File: src/rtl/pipeline_hazard_ctrl_pkg.sv
// Shared types and constants for the pipeline hazard controller.
package pipeline_hazard_ctrl_pkg;

  localparam int REG_ADDR_W = 5;

  // MIPS encoding of jr (SPECIAL opcode, funct 0x08), kept here so the decode
  // side and the hazard side agree on what "jr" means.
  localparam logic [5:0] OPCODE_SPECIAL = 6'h00;
  localparam logic [5:0] FUNCT_JR       = 6'h08;

  typedef enum logic {
    ST_RUN      = 1'b0,
    ST_MEM_WAIT = 1'b1
  } state_t;

  // One bundle for every stage-register control the block drives.
  typedef struct packed {
    logic pc_write;
    logic if_id_write;
    logic if_id_flush;
    logic id_ex_flush;
    logic pipe_freeze;
    logic mem_wb_bubble;
  } ctrl_t;

  // Control patterns for each pipeline situation.
  localparam ctrl_t CTRL_RESET    = '{pc_write: 1'b0, if_id_write: 1'b0, if_id_flush: 1'b1,
                                      id_ex_flush: 1'b1, pipe_freeze: 1'b0, mem_wb_bubble: 1'b1};
  localparam ctrl_t CTRL_FREEZE   = '{pc_write: 1'b0, if_id_write: 1'b0, if_id_flush: 1'b0,
                                      id_ex_flush: 1'b0, pipe_freeze: 1'b1, mem_wb_bubble: 1'b1};
  localparam ctrl_t CTRL_STALL    = '{pc_write: 1'b0, if_id_write: 1'b0, if_id_flush: 1'b0,
                                      id_ex_flush: 1'b1, pipe_freeze: 1'b0, mem_wb_bubble: 1'b0};
  localparam ctrl_t CTRL_REDIRECT = '{pc_write: 1'b1, if_id_write: 1'b1, if_id_flush: 1'b1,
                                      id_ex_flush: 1'b0, pipe_freeze: 1'b0, mem_wb_bubble: 1'b0};
  localparam ctrl_t CTRL_RUN      = '{pc_write: 1'b1, if_id_write: 1'b1, if_id_flush: 1'b0,
                                      id_ex_flush: 1'b0, pipe_freeze: 1'b0, mem_wb_bubble: 1'b0};

  // True when a producer destination feeds a consumer source; r0 never counts.
  function automatic logic reg_hit(input logic [REG_ADDR_W-1:0] dst,
                                   input logic [REG_ADDR_W-1:0] src);
    return (dst != '0) && (dst == src);
  endfunction

endpackage

File: src/rtl/pipeline_hazard_ctrl_hazard_compare.sv
// Pure comparator: flags load-use and jr-operand hazards for the ID instruction.
module pipeline_hazard_ctrl_hazard_compare
  import pipeline_hazard_ctrl_pkg::*;
(
  input  logic [REG_ADDR_W-1:0] id_rs,
  input  logic [REG_ADDR_W-1:0] id_rt,
  input  logic                  id_uses_rt,
  input  logic                  id_jr,
  input  logic                  ex_mem_read,
  input  logic                  ex_reg_write,
  input  logic [REG_ADDR_W-1:0] ex_reg_dst,
  input  logic                  mem_mem_read,
  input  logic [REG_ADDR_W-1:0] mem_reg_dst,
  output logic                  load_use,
  output logic                  jr_operand
);

  logic [REG_ADDR_W-1:0] ex_rs_eq;
  logic [REG_ADDR_W-1:0] ex_rt_eq;
  logic [REG_ADDR_W-1:0] mem_rs_eq;

  // Per-bit equality between producer destinations and ID source fields.
  generate
    for (genvar gi = 0; gi < REG_ADDR_W; gi++) begin : g_bit_eq
      assign ex_rs_eq[gi]  = ~(ex_reg_dst[gi]  ^ id_rs[gi]);
      assign ex_rt_eq[gi]  = ~(ex_reg_dst[gi]  ^ id_rt[gi]);
      assign mem_rs_eq[gi] = ~(mem_reg_dst[gi] ^ id_rs[gi]);
    end
  endgenerate

  logic ex_dst_nz;
  logic mem_dst_nz;
  logic ex_hits_rs;
  logic ex_hits_rt;
  logic mem_hits_rs;

  assign ex_dst_nz   = |ex_reg_dst;
  assign mem_dst_nz  = |mem_reg_dst;
  assign ex_hits_rs  = ex_dst_nz  & (&ex_rs_eq);
  assign ex_hits_rt  = ex_dst_nz  & (&ex_rt_eq);
  assign mem_hits_rs = mem_dst_nz & (&mem_rs_eq);

  // A load in EX cannot forward to ID's consumer in time; jr reads rs in ID so
  // any in-flight writer of rs in EX, or a load in MEM, must drain first.
  always_comb begin
    load_use   = ex_mem_read & (ex_hits_rs | (id_uses_rt & ex_hits_rt));
    jr_operand = id_jr & ((ex_reg_write & ex_hits_rs) | (mem_mem_read & mem_hits_rs));
  end

endmodule

File: src/rtl/pipeline_hazard_ctrl.sv
// Pipeline register sequencing: hazards, redirects, data-memory wait states,
// memory timeout flag and a saturating stall counter.
module pipeline_hazard_ctrl
  import pipeline_hazard_ctrl_pkg::*;
#(
  parameter int MEM_TIMEOUT = 16,
  parameter int CNT_W       = 16
) (
  input  logic                  Clk,
  input  logic                  Reset,
  input  logic [REG_ADDR_W-1:0] ID_Rs,
  input  logic [REG_ADDR_W-1:0] ID_Rt,
  input  logic                  ID_UsesRt,
  input  logic                  ID_jr,
  input  logic                  ID_Redirect,
  input  logic                  EX_MemRead,
  input  logic                  EX_RegWrite,
  input  logic [REG_ADDR_W-1:0] EX_RegDst,
  input  logic                  MEM_MemRead,
  input  logic [REG_ADDR_W-1:0] MEM_RegDst,
  input  logic                  MEM_Req,
  input  logic                  MEM_Ready,
  output logic                  PC_Write,
  output logic                  IF_ID_Write,
  output logic                  IF_ID_Flush,
  output logic                  ID_EX_Flush,
  output logic                  Pipe_Freeze,
  output logic                  MEM_WB_Bubble,
  output logic                  MemTimeout,
  output logic [CNT_W-1:0]      StallCycles
);

  localparam int WAIT_W = $clog2(MEM_TIMEOUT + 1);
  localparam logic [WAIT_W-1:0] WAIT_LIMIT = WAIT_W'(MEM_TIMEOUT);

  state_t            state_reg;
  state_t            state_next;
  logic [WAIT_W-1:0] wait_cnt_reg;
  logic [WAIT_W-1:0] wait_cnt_next;
  logic              timeout_reg;
  logic              timeout_next;
  logic [CNT_W-1:0]  stall_cnt_reg;
  logic [CNT_W-1:0]  stall_cnt_next;
  ctrl_t             ctrl;
  logic              mem_stall;
  logic              load_use;
  logic              jr_operand;

  pipeline_hazard_ctrl_hazard_compare u_hazard_compare (
    .id_rs        (ID_Rs),
    .id_rt        (ID_Rt),
    .id_uses_rt   (ID_UsesRt),
    .id_jr        (ID_jr),
    .ex_mem_read  (EX_MemRead),
    .ex_reg_write (EX_RegWrite),
    .ex_reg_dst   (EX_RegDst),
    .mem_mem_read (MEM_MemRead),
    .mem_reg_dst  (MEM_RegDst),
    .load_use     (load_use),
    .jr_operand   (jr_operand)
  );

  // Next state and stage controls; memory wait outranks every ID-stage hazard,
  // and reset overrides all of it so outputs are safe while Reset is high.
  always_comb begin
    ctrl          = CTRL_RUN;
    state_next    = state_reg;
    wait_cnt_next = wait_cnt_reg;
    // Entering from RUN the counter is zero, so this yields 1 on the first low cycle.
    mem_stall     = !MEM_Ready && ((state_reg == ST_MEM_WAIT) || MEM_Req);

    if (mem_stall) begin
      ctrl       = CTRL_FREEZE;
      state_next = ST_MEM_WAIT;
      if (wait_cnt_reg != WAIT_LIMIT) begin
        wait_cnt_next = wait_cnt_reg + 1'b1;
      end
    end else begin
      state_next    = ST_RUN;
      wait_cnt_next = '0;
      if (load_use || jr_operand) begin
        ctrl = CTRL_STALL;
      end else if (ID_Redirect) begin
        ctrl = CTRL_REDIRECT;
      end
    end

    if (Reset) begin
      ctrl = CTRL_RESET;
    end
  end

  // Sticky timeout and saturating stall counter updates.
  always_comb begin
    timeout_next   = timeout_reg || (wait_cnt_next == WAIT_LIMIT);
    stall_cnt_next = stall_cnt_reg;
    if (!ctrl.pc_write && (stall_cnt_reg != {CNT_W{1'b1}})) begin
      stall_cnt_next = stall_cnt_reg + 1'b1;
    end
  end

  // State, wait counter, timeout flag and stall counter registers.
  always_ff @(posedge Clk or posedge Reset) begin
    if (Reset) begin
      state_reg     <= ST_RUN;
      wait_cnt_reg  <= '0;
      timeout_reg   <= 1'b0;
      stall_cnt_reg <= '0;
    end else begin
      state_reg     <= state_next;
      wait_cnt_reg  <= wait_cnt_next;
      timeout_reg   <= timeout_next;
      stall_cnt_reg <= stall_cnt_next;
    end
  end

  assign PC_Write      = ctrl.pc_write;
  assign IF_ID_Write   = ctrl.if_id_write;
  assign IF_ID_Flush   = ctrl.if_id_flush;
  assign ID_EX_Flush   = ctrl.id_ex_flush;
  assign Pipe_Freeze   = ctrl.pipe_freeze;
  assign MEM_WB_Bubble = ctrl.mem_wb_bubble;
  assign MemTimeout    = timeout_reg;
  assign StallCycles   = stall_cnt_reg;

endmodule
File: config.mk
export PLATFORM = sky130hd
export DESIGN_NAME = pipeline_hazard_ctrl
export DESIGN_NICKNAME = d
export VERILOG_FILES = /design/src/rtl/pipeline_hazard_ctrl_pkg.sv /design/src/rtl/pipeline_hazard_ctrl_hazard_compare.sv /design/src/rtl/pipeline_hazard_ctrl.sv
export SDC_FILE = /design/constraint.sdc
export NUM_CORES = 1
export LEC_CHECK = 0
export BUFFER_PORTS_ARGS = -buffer_cell sky130_fd_sc_hd__buf_4
export CAP_MARGIN = 10
export CORE_ASPECT_RATIO = 1.25
export CORE_MARGIN = 4
export CORE_UTILIZATION = 45
export DETAILED_ROUTE_END_ITERATION = 8
export GPL_TIMING_DRIVEN = 0
export PLACE_DENSITY = 0.74
export RECOVER_POWER = 50
export SETUP_SLACK_MARGIN = 0.02
export SYNTH_ARGS = -nofsm -noshare
export SYNTH_HDL_FRONTEND = slang
export SYNTH_SLANG_ARGS = --single-unit
File: constraint.sdc
create_clock -name Clk -period 2.7 [get_ports Clk]
set_input_delay 0.27 -clock Clk [delete_from_list [all_inputs] [get_ports Clk]]
set_output_delay 0.27 -clock Clk [all_outputs]
set_load 0.03 [all_outputs]
==> summary.txt <==
Run status
  – Status: complete, no violations

Power and ir drop
  – Clock share of power: between 10 and 15%
  – Switching share of power: 45.2%
  – Flop pwr share: 41.6%
  – P_int: between 0.7 and 0.8 mW
  – Power Density: 749 mW/mm^2
  – Peak supply drop: 801 uV
  – Combinational Power Share: 47.0%
  – Total net switching power: ~0.63 mW
  – Total leakage power: roughly 0.84 nW

STA
  – Final Cycle Share: just over 90%
  – Minimum clock period: 2.50 ns
  – Final hold viol count: 0
  – Slew at the pin closest to its max-slew limit: 0.940 ns
  – Setup ws final: around 0.2 ns
  – Final Skew: 0.0148 ns
  – Final Max Slew Viols: 0
  – RSZ-0062 raised after global routing: false
  – TNS Setup: 0 ns
  – Setup-failing EPs final: 0
  – Slew headroom: 37.3%
  – Max Fclk: 400 MHz

Setup path
  – CP endpoint kind: primary output
  – CP top delay family: simple AND/OR/NAND/NOR gates
  – Slowest CP cell: or4_1
  – Worst-path cell chain: buf_4 > or4_1 > a21oi_1 > nor3_1 > a311oi_4 > buf_6 > and2_1 > buf_4 > buf_4
  – Critical Path RT: 2.43 ns
  – Crit path DAT: 2.23 ns
  – CP bufs+invs: 4
  – Crit path max fanout: 10
  – Crit-path most repeated cell: buf_4
  – Critical path class: primary input to primary output
  – Worst setup path start: ID_Rs[0]
  – Largest stage delay on the critical path: around 0.51 ns
  – Critical path startpoint category: primary input
  – Reg2reg setup slack: 0.49 ns
  – R2R depth: 8
  – R2r startpoint: StallCycles[0]
  – Reg-to-reg endpoint: StallCycles[15]

Logic synthesis
  – Synth Register Bits: 23
  – Sequential area share after synthesis: 40.2%
  – Yosys cell types: 32
  – Cell count after synthesis: 152
  – Syn Nets: 185
  – Mapped cell area: 0.00143 sq mm
  – Avg Inst Size Synth: 9.42 sq um
  – YS warnings: 0

Finish
  – Most common cell after layout, fill and taps aside: buf_4
  – Max reg flops: 16
  – Design area: 0.00187 sq mm
  – Most frequent cells in the layout: 46 x buf_4, 23 x dfrtp_1, 17 x xor2_1
  – Area grow syn2layout: 30.8%
  – Multi-input gate area: 800 sq um
  – Layout cells sized above 1: 28.0%
  – Filler instances: between 200 and 300
  – Layout net count: 241
  – FF+latch area: 576 sq um
  – ANT cells: 0

Run
  – Max Cap Viol: 0

Detailed routing
  – Starting DRT DRC Count: 46
  – Antenna Nets Post-Route: 0
  – DR WL/cell: about 14 um
  – Vias: 1298
  – WL final: 3.44 mm
  – First-pass iteration count of the detailed router: 4
  – Vias per std cell: 5.34
  – Detailed-route DRC error count: 0

Global route
  – Global route overflow: 0
  – First-pass GRT wire length: 5.98 mm
  – Largest net degree at the start of global routing: 26
  – Vias in the first global route: 1402
  – Antenna violations before repair: 0
  – Gr usage total: 17.6%

Placement
  – Placer Congestion: 0.801
  – Post-DP HPWL: 2.78 mm
  – Setup WS pre-CTS: 0.134 ns
  – IO Port Bufs: 52
  – Placed Area: 0.00187 sq mm

Clock tree
  – Hold buffer count at cts: 0
  – Clock root cell: clkbuf_4
  – Clk pin slew, worst setup/hold paths: 0.14 ns
  – Clock sink total: 23
  – Worst-Skew Late Latency: 0.31 ns
  – Post-CTS setup buffers: 0
  – CTS Buf Count: 3
  – CTS tree: built
  – H-tree depth: 1
  – Max Buffers Root-to-Sink: 2

Floorplan
  – Starting Density: 47.7%
  – Die width: 58.4 um
  – Area of the core: 0.00300 sq mm
  – Vert. Die Dim: 71.1 um
  – Ports: 53
  – Die area: slightly above 0.004 sq mm
  – Row count: 22

Worst hold path
  – Worst min path class: primary input to asynchronous set/reset pin
[power by group through the flow]
stage,clock network (mW),registers [mW],logic (mW)
6_report,0.159,0.584,0.659
3_5_place_dp,0,0.588,0.689
5_1_grt,0.180,0.600,0.707
2_1_floorplan,0,0.759,0.228
4_1_cts,0.163,0.582,0.692
3_3_place_gp,0,0.580,0.671
[kinds of logic after synthesis]
family,synth area share [%]
fa+ha+maj,2.62
buf+inv,4.46
compound gates,10.7
xor+xnor,18.4
flops,40.2
mux,1.84
simple gates,21.9
[how the worst max path moves through the flow]
stage | to | depth (start not counted)
after global routing | PC_Write | 9
after CTS | PC_Write | 9
after floorplan | PC_Write | 7
after global placement | PC_Write | 9
final | PC_Write | 9
after detailed placement | PC_Write | 9
[cell usage after synthesis]
| cell type | count | area, sq um |
|---|---|---|
| a21oi_2 | 1 | 8.76 |
| clkbuf_1 | 4 | 15.0 |
| a21oi_1 | 16 | 80.1 |
| or3_1 | 1 | 6.26 |
| nor4b_1 | 1 | 8.76 |
| nand3b_1 | 3 | 22.5 |
| or2_2 | 1 | 6.26 |
| nor3_1 | 2 | 10.0 |
| buf_4 | 1 | 7.51 |
| and3_1 | 7 | 43.8 |
| xor2_1 | 17 | 149 |
| nor2_1 | 8 | 30.0 |
| mux2_4 | 1 | 15.0 |
| a21boi_2 | 1 | 11.3 |
| nand4_1 | 12 | 75.1 |
| o31ai_1 | 1 | 7.51 |
| nand3_1 | 7 | 35.0 |
| o21ai_0 | 2 | 10.0 |
| ha_1 | 3 | 37.5 |
| nand2_1 | 9 | 33.8 |
| dfrtp_1 | 23 | 576 |
| nand2b_1 | 1 | 6.26 |
| nand4b_1 | 1 | 8.76 |
| buf_1 | 1 | 3.75 |
| buf_6 | 1 | 11.3 |
| a311oi_4 | 1 | 26.3 |
| mux2_2 | 1 | 11.3 |
| xnor2_1 | 13 | 114 |
| or4_1 | 1 | 7.51 |
| o32ai_1 | 1 | 8.76 |
| inv_1 | 7 | 26.3 |
| and2_1 | 3 | 18.8 |
[through the flow]
step                      cells  total power, mW  utilization, %  hold WS [ns]
after global routing        243             1.49            62.4         0.292
after CTS                   244             1.44            63.2         0.201
final                       243             1.40            62.4         0.209
after global placement      240             1.25            62.2         0.457
after floorplan             152            0.987               -         0.286
after detailed placement    240             1.28            62.2         0.470
[per-layer routing]
metal / wire length (um) / GRT usage [%] / part of all wire (%) / vias up
met1: 1310 / 19.9 / 38 / 609
met4: 42 / 4.90 / 1.2 / 0
met2: 1820 / 32.8 / 53 / 46
met5: 0 / 0 / 0 / -
met3: 272 / 3.10 / 7.9 / 4
li1: - / - / - / 639
[area by class of cell]
class / count / area share [%]
buffer: 6 / 1.87
clock buffer: 4 / 1.40
inverter: 7 / 1.40
multi-input combinational: 115 / 42.7
sequential: 23 / 30.7
tap: 36 / 2.41
timing repair buffer: 52 / 19.5
[repair_timing]
item / CTS / global route
endpoints found under the hold margin: 0 / 0
endpoints found under the setup margin: 2 / 2
pin swaps: 0 / 1
gates resized for setup: 2 / 1
No activity file was read; power rests on OpenSTA's default activity.
